===== src/rtl/fetch_sequencer_pkg.sv =====
// Shared widths, opcode field position and FSM encoding for the instruction-fetch sequencer.
package fetch_sequencer_pkg;
  localparam int IW       = 16;
  localparam int AW       = 4;
  localparam int IQ_DEPTH = 4;
  localparam int OP_MSB   = 15;
  localparam int OP_LSB   = 12;
  localparam logic [OP_MSB-OP_LSB:0] HALT_OP = 4'b1111;

  typedef enum logic [1:0] {
    S_IDLE  = 2'd0,
    S_FETCH = 2'd1,
    S_DRAIN = 2'd2,
    S_DONE  = 2'd3
  } seq_state_e;

  function automatic logic is_halt(input logic [IW-1:0] word);
    return word[OP_MSB:OP_LSB] == HALT_OP;
  endfunction
endpackage


===== src/rtl/fetch_sequencer_if.sv =====
// Control, memory and issue-queue signals of the fetch sequencer, bundled as one interface.
interface fetch_sequencer_if;
  import fetch_sequencer_pkg::*;

  logic          start;
  logic [AW:0]   prog_len;
  logic [AW-1:0] pc;
  logic          fetch_en;
  logic [IW-1:0] mem_instr;
  logic          iq_valid;
  logic [IW-1:0] iq_instr;
  logic [AW-1:0] iq_pc;
  logic          iq_ready;
  logic          busy;
  logic          done;
  logic [7:0]    stall_cnt;

  modport master (
    input  start, prog_len, mem_instr, iq_ready,
    output pc, fetch_en, iq_valid, iq_instr, iq_pc, busy, done, stall_cnt
  );

  modport slave (
    output start, prog_len, mem_instr, iq_ready,
    input  pc, fetch_en, iq_valid, iq_instr, iq_pc, busy, done, stall_cnt
  );
endinterface


===== src/rtl/fetch_sequencer_fifo.sv =====
// Power-of-two synchronous FIFO with occupancy count; push and pop together are legal even when full.
module fetch_fifo #(
  parameter int W     = 8,
  parameter int DEPTH = 4
) (
  input  logic                  clk_i,
  input  logic                  rst_n_i,
  input  logic                  flush_i,
  input  logic                  push_i,
  input  logic [W-1:0]          wdata_i,
  input  logic                  pop_i,
  output logic [W-1:0]          rdata_o,
  output logic [$clog2(DEPTH):0] count_o,
  output logic                  empty_o
);
  localparam int PW = $clog2(DEPTH);

  logic [W-1:0]  mem_q [DEPTH];
  logic [PW-1:0] wr_ptr_q;
  logic [PW-1:0] rd_ptr_q;
  logic [PW:0]   count_q;
  logic          do_pop;

  assign empty_o = (count_q == '0);
  assign do_pop  = pop_i && !empty_o;
  assign rdata_o = mem_q[rd_ptr_q];
  assign count_o = count_q;

  always_ff @(posedge clk_i or negedge rst_n_i) begin
    if (!rst_n_i) begin
      wr_ptr_q <= '0;
      rd_ptr_q <= '0;
      count_q  <= '0;
    end else if (flush_i) begin
      wr_ptr_q <= '0;
      rd_ptr_q <= '0;
      count_q  <= '0;
    end else begin
      if (push_i) wr_ptr_q <= wr_ptr_q + 1'b1;
      if (do_pop) rd_ptr_q <= rd_ptr_q + 1'b1;
      if (push_i && !do_pop) begin
        count_q <= count_q + 1'b1;
      end else if (!push_i && do_pop) begin
        count_q <= count_q - 1'b1;
      end
    end
  end

  // When full, a simultaneous pop frees exactly the slot being overwritten.
  always_ff @(posedge clk_i) begin
    if (push_i && !flush_i) mem_q[wr_ptr_q] <= wdata_i;
  end
endmodule


===== src/rtl/fetch_sequencer.sv =====
// Instruction-fetch controller: drives the PC, absorbs one-cycle memory latency and queues words for issue.
//   state   | meaning
//   S_IDLE  | after reset, waiting for start
//   S_FETCH | issuing reads while queue credit and program length allow
//   S_DRAIN | fetch ended (length or HALT), waiting for queue and return path to empty
//   S_DONE  | run complete, done held high until next start
module fetch_sequencer
  import fetch_sequencer_pkg::*;
#(
  parameter int DEPTH = IQ_DEPTH
) (
  input  logic              clk1,
  input  logic              rst_n,
  fetch_sequencer_if.master bus
);
  localparam int CW = $clog2(DEPTH) + 1;
  localparam logic [CW:0] DEPTH_C = (CW+1)'(DEPTH);
  localparam logic [AW:0] LEN_MIN = (AW+1)'(1);

  seq_state_e    state_q;
  logic [AW-1:0] pc_q;
  logic [AW-1:0] req_pc_q;
  logic [AW:0]   fetched_q;
  logic [AW:0]   prog_len_q;
  logic          inflight_q;
  logic [7:0]    stall_cnt_q;

  logic [CW-1:0]    occ;
  logic             occ_empty;
  logic [AW+IW-1:0] head;
  logic             credit_ok;
  logic             len_left;
  logic             fetch_en;
  logic             ret_halt;
  logic             push;
  logic             pop;
  logic             start_ok;

  // A read in flight already owns a queue slot, so it counts against credit.
  assign credit_ok = ({1'b0, occ} + {{CW{1'b0}}, inflight_q}) < DEPTH_C;
  assign len_left  = fetched_q < prog_len_q;
  assign fetch_en  = (state_q == S_FETCH) && len_left && credit_ok;
  assign ret_halt  = inflight_q && is_halt(bus.mem_instr);
  assign push      = inflight_q && !ret_halt;
  assign pop       = !occ_empty && bus.iq_ready;
  assign start_ok  = bus.start && ((state_q == S_IDLE) || (state_q == S_DONE));

  fetch_fifo #(
    .W     (AW + IW),
    .DEPTH (DEPTH)
  ) u_fifo (
    .clk_i   (clk1),
    .rst_n_i (rst_n),
    .flush_i (start_ok),
    .push_i  (push),
    .wdata_i ({req_pc_q, bus.mem_instr}),
    .pop_i   (pop),
    .rdata_o (head),
    .count_o (occ),
    .empty_o (occ_empty)
  );

  always_ff @(posedge clk1 or negedge rst_n) begin
    if (!rst_n) begin
      state_q     <= S_IDLE;
      pc_q        <= '0;
      req_pc_q    <= '0;
      fetched_q   <= '0;
      prog_len_q  <= '0;
      inflight_q  <= 1'b0;
      stall_cnt_q <= '0;
    end else begin
      // A HALT returning now cancels the read issued in the same cycle.
      inflight_q <= fetch_en && !ret_halt;
      if (fetch_en) req_pc_q <= pc_q;
      case (state_q)
        S_IDLE, S_DONE: begin
          if (bus.start) begin
            state_q     <= S_FETCH;
            pc_q        <= '0;
            fetched_q   <= '0;
            stall_cnt_q <= '0;
            prog_len_q  <= (bus.prog_len == '0) ? LEN_MIN : bus.prog_len;
          end
        end
        S_FETCH: begin
          if (fetch_en) begin
            pc_q      <= pc_q + 1'b1;
            fetched_q <= fetched_q + 1'b1;
          end else if (len_left && (stall_cnt_q != 8'hFF)) begin
            stall_cnt_q <= stall_cnt_q + 1'b1;
          end
          if (ret_halt || !len_left) state_q <= S_DRAIN;
        end
        S_DRAIN: begin
          if (occ_empty && !inflight_q) state_q <= S_DONE;
        end
        default: state_q <= S_IDLE;
      endcase
    end
  end

  assign bus.pc        = pc_q;
  assign bus.fetch_en  = fetch_en;
  assign bus.iq_valid  = !occ_empty;
  assign bus.iq_instr  = occ_empty ? '0 : head[IW-1:0];
  assign bus.iq_pc     = occ_empty ? '0 : head[AW+IW-1:IW];
  assign bus.busy      = (state_q == S_FETCH) || (state_q == S_DRAIN);
  assign bus.done      = (state_q == S_DONE);
  assign bus.stall_cnt = stall_cnt_q;
endmodule


===== src/flat_wrapper.sv =====
// flat-port wrapper written by rule: the top's interface ports become plain ports
module fetch_sequencer_flat import fetch_sequencer_pkg::*;
#(
  parameter int DEPTH = IQ_DEPTH
)
  (clk1, rst_n, bus_start, bus_prog_len, bus_mem_instr, bus_iq_ready, bus_pc, bus_fetch_en, bus_iq_valid, bus_iq_instr, bus_iq_pc, bus_busy, bus_done, bus_stall_cnt);
  fetch_sequencer_if bus_i ();
  input  logic clk1;
  input  logic rst_n;
  input wire logic [$bits(bus_i.start)-1:0] bus_start;
  input wire logic [$bits(bus_i.prog_len)-1:0] bus_prog_len;
  input wire logic [$bits(bus_i.mem_instr)-1:0] bus_mem_instr;
  input wire logic [$bits(bus_i.iq_ready)-1:0] bus_iq_ready;
  output wire logic [$bits(bus_i.pc)-1:0] bus_pc;
  output wire logic [$bits(bus_i.fetch_en)-1:0] bus_fetch_en;
  output wire logic [$bits(bus_i.iq_valid)-1:0] bus_iq_valid;
  output wire logic [$bits(bus_i.iq_instr)-1:0] bus_iq_instr;
  output wire logic [$bits(bus_i.iq_pc)-1:0] bus_iq_pc;
  output wire logic [$bits(bus_i.busy)-1:0] bus_busy;
  output wire logic [$bits(bus_i.done)-1:0] bus_done;
  output wire logic [$bits(bus_i.stall_cnt)-1:0] bus_stall_cnt;
  assign bus_i.start = bus_start;
  assign bus_i.prog_len = bus_prog_len;
  assign bus_i.mem_instr = bus_mem_instr;
  assign bus_i.iq_ready = bus_iq_ready;
  assign bus_pc = bus_i.pc;
  assign bus_fetch_en = bus_i.fetch_en;
  assign bus_iq_valid = bus_i.iq_valid;
  assign bus_iq_instr = bus_i.iq_instr;
  assign bus_iq_pc = bus_i.iq_pc;
  assign bus_busy = bus_i.busy;
  assign bus_done = bus_i.done;
  assign bus_stall_cnt = bus_i.stall_cnt;
  fetch_sequencer #(.DEPTH(DEPTH)) u_core (.clk1(clk1), .rst_n(rst_n), .bus(bus_i));
endmodule

===== config.mk =====
export PLATFORM = sky130hd
export DESIGN_NAME = fetch_sequencer_flat
export DESIGN_NICKNAME = d
export VERILOG_FILES = /design/src/rtl/fetch_sequencer_pkg.sv /design/src/rtl/fetch_sequencer_if.sv /design/src/rtl/fetch_sequencer_fifo.sv /design/src/rtl/fetch_sequencer.sv /design/src/flat_wrapper.sv
export SDC_FILE = /design/constraint.sdc
export NUM_CORES = 1
export LEC_CHECK = 0
export ABC_AREA = 1
export CAP_MARGIN = 20
export CORE_MARGIN = 2
export CORE_UTILIZATION = 60
export CTS_BUF_LIST = sky130_fd_sc_hd__clkbuf_8 sky130_fd_sc_hd__clkbuf_16
export CTS_CLUSTER_SIZE = 24
export DETAILED_ROUTE_END_ITERATION = 12
export HOLD_SLACK_MARGIN = 0.1
export PLACE_DENSITY = 0.9
export SKIP_CTS_REPAIR_TIMING = 1
export SLEW_MARGIN = 20
export SYNTH_ARGS = -nofsm -noshare
export SYNTH_HDL_FRONTEND = slang
export SYNTH_SLANG_ARGS = --single-unit
export TNS_END_PERCENT = 5

===== constraint.sdc =====
create_clock -name clk1 -period 3.9 [get_ports clk1]
set_input_delay 0.39 -clock clk1 [delete_from_list [all_inputs] [get_ports clk1]]
set_output_delay 0.39 -clock clk1 [all_outputs]
set_load 0.02 [all_outputs]

After elaboration in Yosys (flattened, before gate mapping)
Memory sizes are Yosys's and may differ from the RTL's.
Index checks and enable logic that the tools add are counted.
Storage, ports and cells
  flip-flop bits (word level): 36
  bits in latches: 0
  memory bits (writable): 80
  ROM bits: 0
  output and inout port bits: 36
  memories kept: 1
Cells by class
  $add $sub $neg: 8
  multipliers: 0
  div/mod/pow operators: 0
  $lt $le $gt $ge: 2
  equality and inequality tests: 11
  shift operators: 0
  multiplexer cells: 26
  bitwise operators: 0
  reduce and logical (&&, ||, !) cells: 35
Memory list
  u_core.u_fifo.mem_q: words 4, bits a word 20, read ports 1, clocked after memory_dff 0, wr ports 1, line fetch_sequencer_fifo.sv:18  | logic [W-1:0] mem_q [DEPTH];
Operator list (count)
  $mux 8: 3
  $mux 16: 1
  $pmux 8 s2: 1
  $mux 5: 3
  $mux 2: 7
  $logic_and 1x1->1: 13
  $mux 4: 3
  $pmux 5 s2: 1
  $mux 3: 3
  $add 8x1->8 const B: 1
  $ne 2x2->1 const B: 4
  $ne 8x8->1 const B: 1
  $pmux 4 s2: 1
  $logic_not 1->1: 7
  $pmux 2 s3: 1
  $reduce_and 3->1: 2
  $reduce_bool 2->1: 3
  $add 5x1->5 const B: 1
  $logic_not 5->1: 1
  $lt 5x5->1: 1
  $add 2x1->2 const B: 2
  $add 3x1->4: 1
  $add 4x1->4 const B: 1
  $eq 2x2->1 const B: 2
  14 further kinds: 18

Longest topological paths before layout
  depth in word-level cells: 9
  depth in mapped cells: 10
  depth with buffers taken out: 10

By module
A second synthesis with hierarchy kept.
Second synthesis, totals
  cell total of the unflattened synthesis: 537
  area total of the unflattened synthesis: 5412.7 um^2
By module, submodules not included
  fetch_fifo: times used 1, cells each 258, area an instance 3493.4 um^2, seq. area each 2577.5 um^2
  fetch_sequencer: times used 1, cells each 279, area an instance 1919.3 um^2, seq. area each 725.7 um^2

Worst setup path before layout
OpenSTA, ideal clock, no wires.
  kind: reg2reg
  start: reg u_core.state_q[0]
  end: mem u_core.u_fifo.mem_q[0][0] in the netlist's numbering, enable pin
  library setup time: 397 ps
  arrival: 2006 ps
  data required time: 3503 ps
  slack: 1497 ps
  cell stages (with the launch flop): 6
  path buffers: 0
  clock period less this slack: 2403 ps
  cells stage by stage: dfrtp_1 -> inv_1 -> ha_1 -> nand2_1 -> nand2_1 -> nor2_1
On the way
  word-level cells in the longest chain between the ends: 7
  elaborated cells between the ends (all ways): 8
  those cells by class: eq/ne: 1; mux: 2; reduce/logical: 5
RTL lines
  from (decl): line fetch_sequencer.sv:20  | seq_state_e state_q;
  from (signal assigned): line fetch_sequencer.sv:65  | state_q <= S_IDLE;
  from (signal assigned): line fetch_sequencer.sv:79  | state_q <= S_FETCH;
  from (signal assigned): line fetch_sequencer.sv:93  | if (ret_halt || !len_left) state_q <= S_DRAIN;
  $eq 2x2->1 or $logic_not 2->1 (tied branches): line fetch_sequencer.sv:46  | assign start_ok = bus.start && ((state_q == S_IDLE) || (state_q == S_DONE));
  $logic_or 1x1->1 *: line fetch_sequencer.sv:46
  $logic_and 1x1->1 *: line fetch_sequencer.sv:46
  $logic_not 1->1 *: line fetch_sequencer_fifo.sv:51  | if (push_i && !flush_i) mem_q[wr_ptr_q] <= wdata_i;
  $logic_and 1x1->1 *: line fetch_sequencer_fifo.sv:51
  $mux 1 *: line fetch_sequencer_fifo.sv:51
  $mux 1 (not written as such) *: line fetch_sequencer_fifo.sv:51
  to (decl): line fetch_sequencer_fifo.sv:18
Every way passes the cells marked *; elsewhere a longest branch is shown, timed or not.

Worst setup path in the final report
  start: reg u_core.u_fifo.rd_ptr_q[0]
  end: out bus_iq_pc[3]
On the way
  word-level cells in the longest chain between the ends: 2
RTL lines
  from (decl): line fetch_sequencer_fifo.sv:20  | logic [PW-1:0] rd_ptr_q;
  from (signal assigned): line fetch_sequencer_fifo.sv:40  | if (do_pop) rd_ptr_q <= rd_ptr_q + 1'b1;
  $mem_v2 4x20
  $mux 4: line fetch_sequencer.sv:107  | assign bus.iq_pc = occ_empty ? '0 : head[AW+IW-1:IW];
  to (decl): line flat_wrapper.sv:18  | output wire logic [$bits(bus_i.iq_pc)-1:0] bus_iq_pc;
No other way between the ends.

==> results.cfg <==
[clocking]
cts_made_buffers = 17
cts.sinks = 116
htree_levels = 4
clk_latency_ps = 520
cts_tree = done
root_buffer = clkbuf_8
cts_buffer_depth = 2
clkTransAtPathRegs_ps = 60

[detailed_routing]
wl_per_cell_um = 17.2
avgViaCountPerCell = 5.80
drcViolationCount = 0
routed_wl_um = 12200
drtPass1Iterations = 5
drtIter0Drc = 369
vias = 4118
antenna_left = 0

[critical_path]
rrSetupSlack_ps = 1350
crit_arrival_ps = 2840
reg2regPathDepth = 6
crit_end = bus_iq_pc[3]
cp_data_required_time_ps = 3510
crit_slowest_cell = inv_1
critPathTopFamily = buffers and inverters
criticalPathCategory = reg2out
critPathMaxStageDelay_ps = 760
critPathLaunchType = flop
startpoint = u_core.u_fifo.rd_ptr_q[0]$_DFFE_PN0P_
path_max_fanout = 41
path_depth = 4
crit-reg2reg-launch = u_core.state_q[0]$_DFFE_PN0P_
path_cells = inv_1, o21ai_0, a21oi_1, clkdlybuf4s50_1
cp_num_buf_inv = 2
endpoint_kind = primary output
r2r_end = u_core.u_fifo.mem_q[0][6]$_DFFE_PP_

[logic_synthesis]
synthTopCellsByArea = edfxtp_1, dfrtp_1, nor2_1
avgSynthCellArea_um2 = 10.1
synth_most_common_cell = nor2_1
netlist.top_cell.by_area = edfxtp_1
yosysWarningCount = 0
synth_fp_nets = 566
seq_area_frac_synth = 0.626
synthTopCellsByCount = nor2_1, nand2_1, edfxtp_1
synth_top_area_frac = 0.455
syn_area_mm2 = 0.00528
synth_seq_cells = 116
synth_cell_types = 28
synth_edf_count = 80
synth_flop_cell = edfxtp_1
async_flop_share = 0.310
synthCells = 524

[grt]
grt.overflow.total = 0
grt_pass1_vias = 4083
grt_pass1_wl_um = 20000
grt_max_degree = 42
grtUsageTotal = 0.270
antenna_found_initial = 0

[power]
power.density_mw_per_mm2 = 810
p_sw_uw = 2040
p_int_uw = 3300
power_frac_comb = 0.396
power_frac_seq = 0.304
max-vdd-ir-drop_mv = 0.589
swShare = 0.382
p_leak_uw = 0.00271
clkPwrFrac = 0.301

[timing]
max_clock_freq_ghz = 0.309
setup_viol = 0
finClkSkew_ps = 9.65
fin_crit_sh = 0.829
slew_headroom = 0.299
rsz0062_at_grt = false
worst_pin_slew_ps = 1050
drv_slew = 0
hold_viol = 0
setup_tns_ps = 0
period_minus_slack_ps = 3230

[finish]
n_antenna_cell = 0
drive_gt1_frac = 0.0864
area_delta_synth_final_pct = 24.9
fin_nets = 631
final_area_mm2 = 0.00660

[floorplan]
start_util = 0.611
die_x_um = 97.8
die_area_mm2 = 0.00956
num_rows = 34
ios = 61
core_mm2 = 0.00864
dieHeight_um = 97.8

[run_status]
outcome = completed

[flow_run]
max_cap_violations = 0

[placed_design]
numPortBuffers = 60
place_area_mm2 = 0.00598
routabilityCongestion = 0.854
dp_hpwl_um = 7070

[min_path]
hold_class = in2async
==> worst min-delay path by stage <==
stage | to | depth (start not counted)
final | u_core.bus.pc[2]$_DFFE_PN0P_ | 2
after global routing | u_core.bus.stall_cnt[4]$_DFFE_PN0P_ | 2
after CTS | u_core.bus.stall_cnt[4]$_DFFE_PN0P_ | 2
after detailed placement | u_core.prog_len_q[1]$_DFFE_PN0P_ | 2
after global placement | u_core.prog_len_q[2]$_DFFE_PN0P_ | 2
after floorplan | u_core.bus.pc[0]$_DFFE_PN0P_ | 0
==> through the flow <==
step | hold slack (ps) | util | total power [uW] | setup slack, ps | cells
after floorplan | 94.4 | - | 2980 | 1500 | 524
after global placement | 471 | 0.692 | 3620 | 1310 | 678
after detailed placement | 488 | 0.692 | 3710 | 1210 | 678
after CTS | 306 | 0.764 | 5350 | 631 | 710
after global routing | 352 | 0.764 | 5630 | 506 | 710
final | 291 | 0.764 | 5340 | 667 | 710
==> kinds of logic (layout without fill, tap and decap cells) <==
kind of cell / after synthesis / after routing / synth area share
fa+ha+maj: 17 / 17 / 0.0417
compound gates: 84 / 84 / 0.0827
xor+xnor: 6 / 6 / 0.00995
simple gates: 240 / 240 / 0.193
flops: 116 / 116 / 0.626
buf+inv: 61 / 139 / 0.0472
==> state kept, by name, summed over array words and instances, names as in the netlist <==
name	count
u_core.u_fifo.mem_q	80
u_core.bus.stall_cnt	8
u_core.fetched_q	5
u_core.prog_len_q	5
u_core.bus.pc	4
u_core.req_pc_q	4
u_core.u_fifo.count_o	3
u_core.state_q	2
u_core.u_fifo.rd_ptr_q	2
u_core.u_fifo.wr_ptr_q	2
u_core.inflight_q	1
==> power by group through the flow <==
| stage | Sequential [uW] | Combinational (uW) | Clock, uW |
|---|---|---|---|
| floorplan | 1620 | 1360 | 0 |
| global route | 1640 | 2320 | 1680 |
| global placement | 1620 | 1990 | 0 |
| finish | 1620 | 2120 | 1610 |
| detailed placement | 1640 | 2080 | 0 |
| CTS | 1620 | 2120 | 1610 |
==> worst register-to-register path: cells and delay by family (launching register included) <==
family	cells	cell delay [ps]
adders and majority gates	1	350
buffers and inverters	2	400
DFF	1	420
and+or+nand+nor	3	1050
==> layout make-up <==
| cell class | instances | area [um2] |
|---|---|---|
| Sequential cell | 116 | 3300 |
| Fill cell | 516 | 2040 |
| Multi-Input combinational cell | 347 | 1740 |
| Timing Repair Buffer | 67 | 653 |
| Clock buffer | 17 | 414 |
| Clock inverter | 15 | 203 |
| Inverter | 40 | 150 |
| Tap cell | 108 | 135 |
==> placed cells by master (no fill, tap or decap), types with 2 or more instances in the layout <==
cell,netlist,final
nor2_1,109,105
nand2_1,86,86
edfxtp_1,80,80
clkdlybuf4s50_1,0,60
o21ai_0,52,52
inv_1,38,38
dfrtp_1,36,36
a21oi_1,28,28
nand3_1,25,25
ha_1,16,16
clkbuf_16,0,16
nand4_1,12,12
buf_4,1,7
xor2_1,5,5
nor2_2,0,4
bufinv_16,0,4
inv_6,0,4
clkinv_4,0,3
inv_2,2,2
nand2_2,2,2
nand2_4,2,2
clkinv_2,0,2
==> metal layers <==
layer | vias to the layer above | global-route usage | share of wire
li1 | 1904 | - | -
met1 | 1968 | 0.327 | 0.38
met2 | 215 | 0.475 | 0.52
met3 | 31 | 0.0551 | 0.076
met4 | 0 | 0.112 | 0.023
met5 | - | 0 | 0
Power figures use the tool's default switching activity.
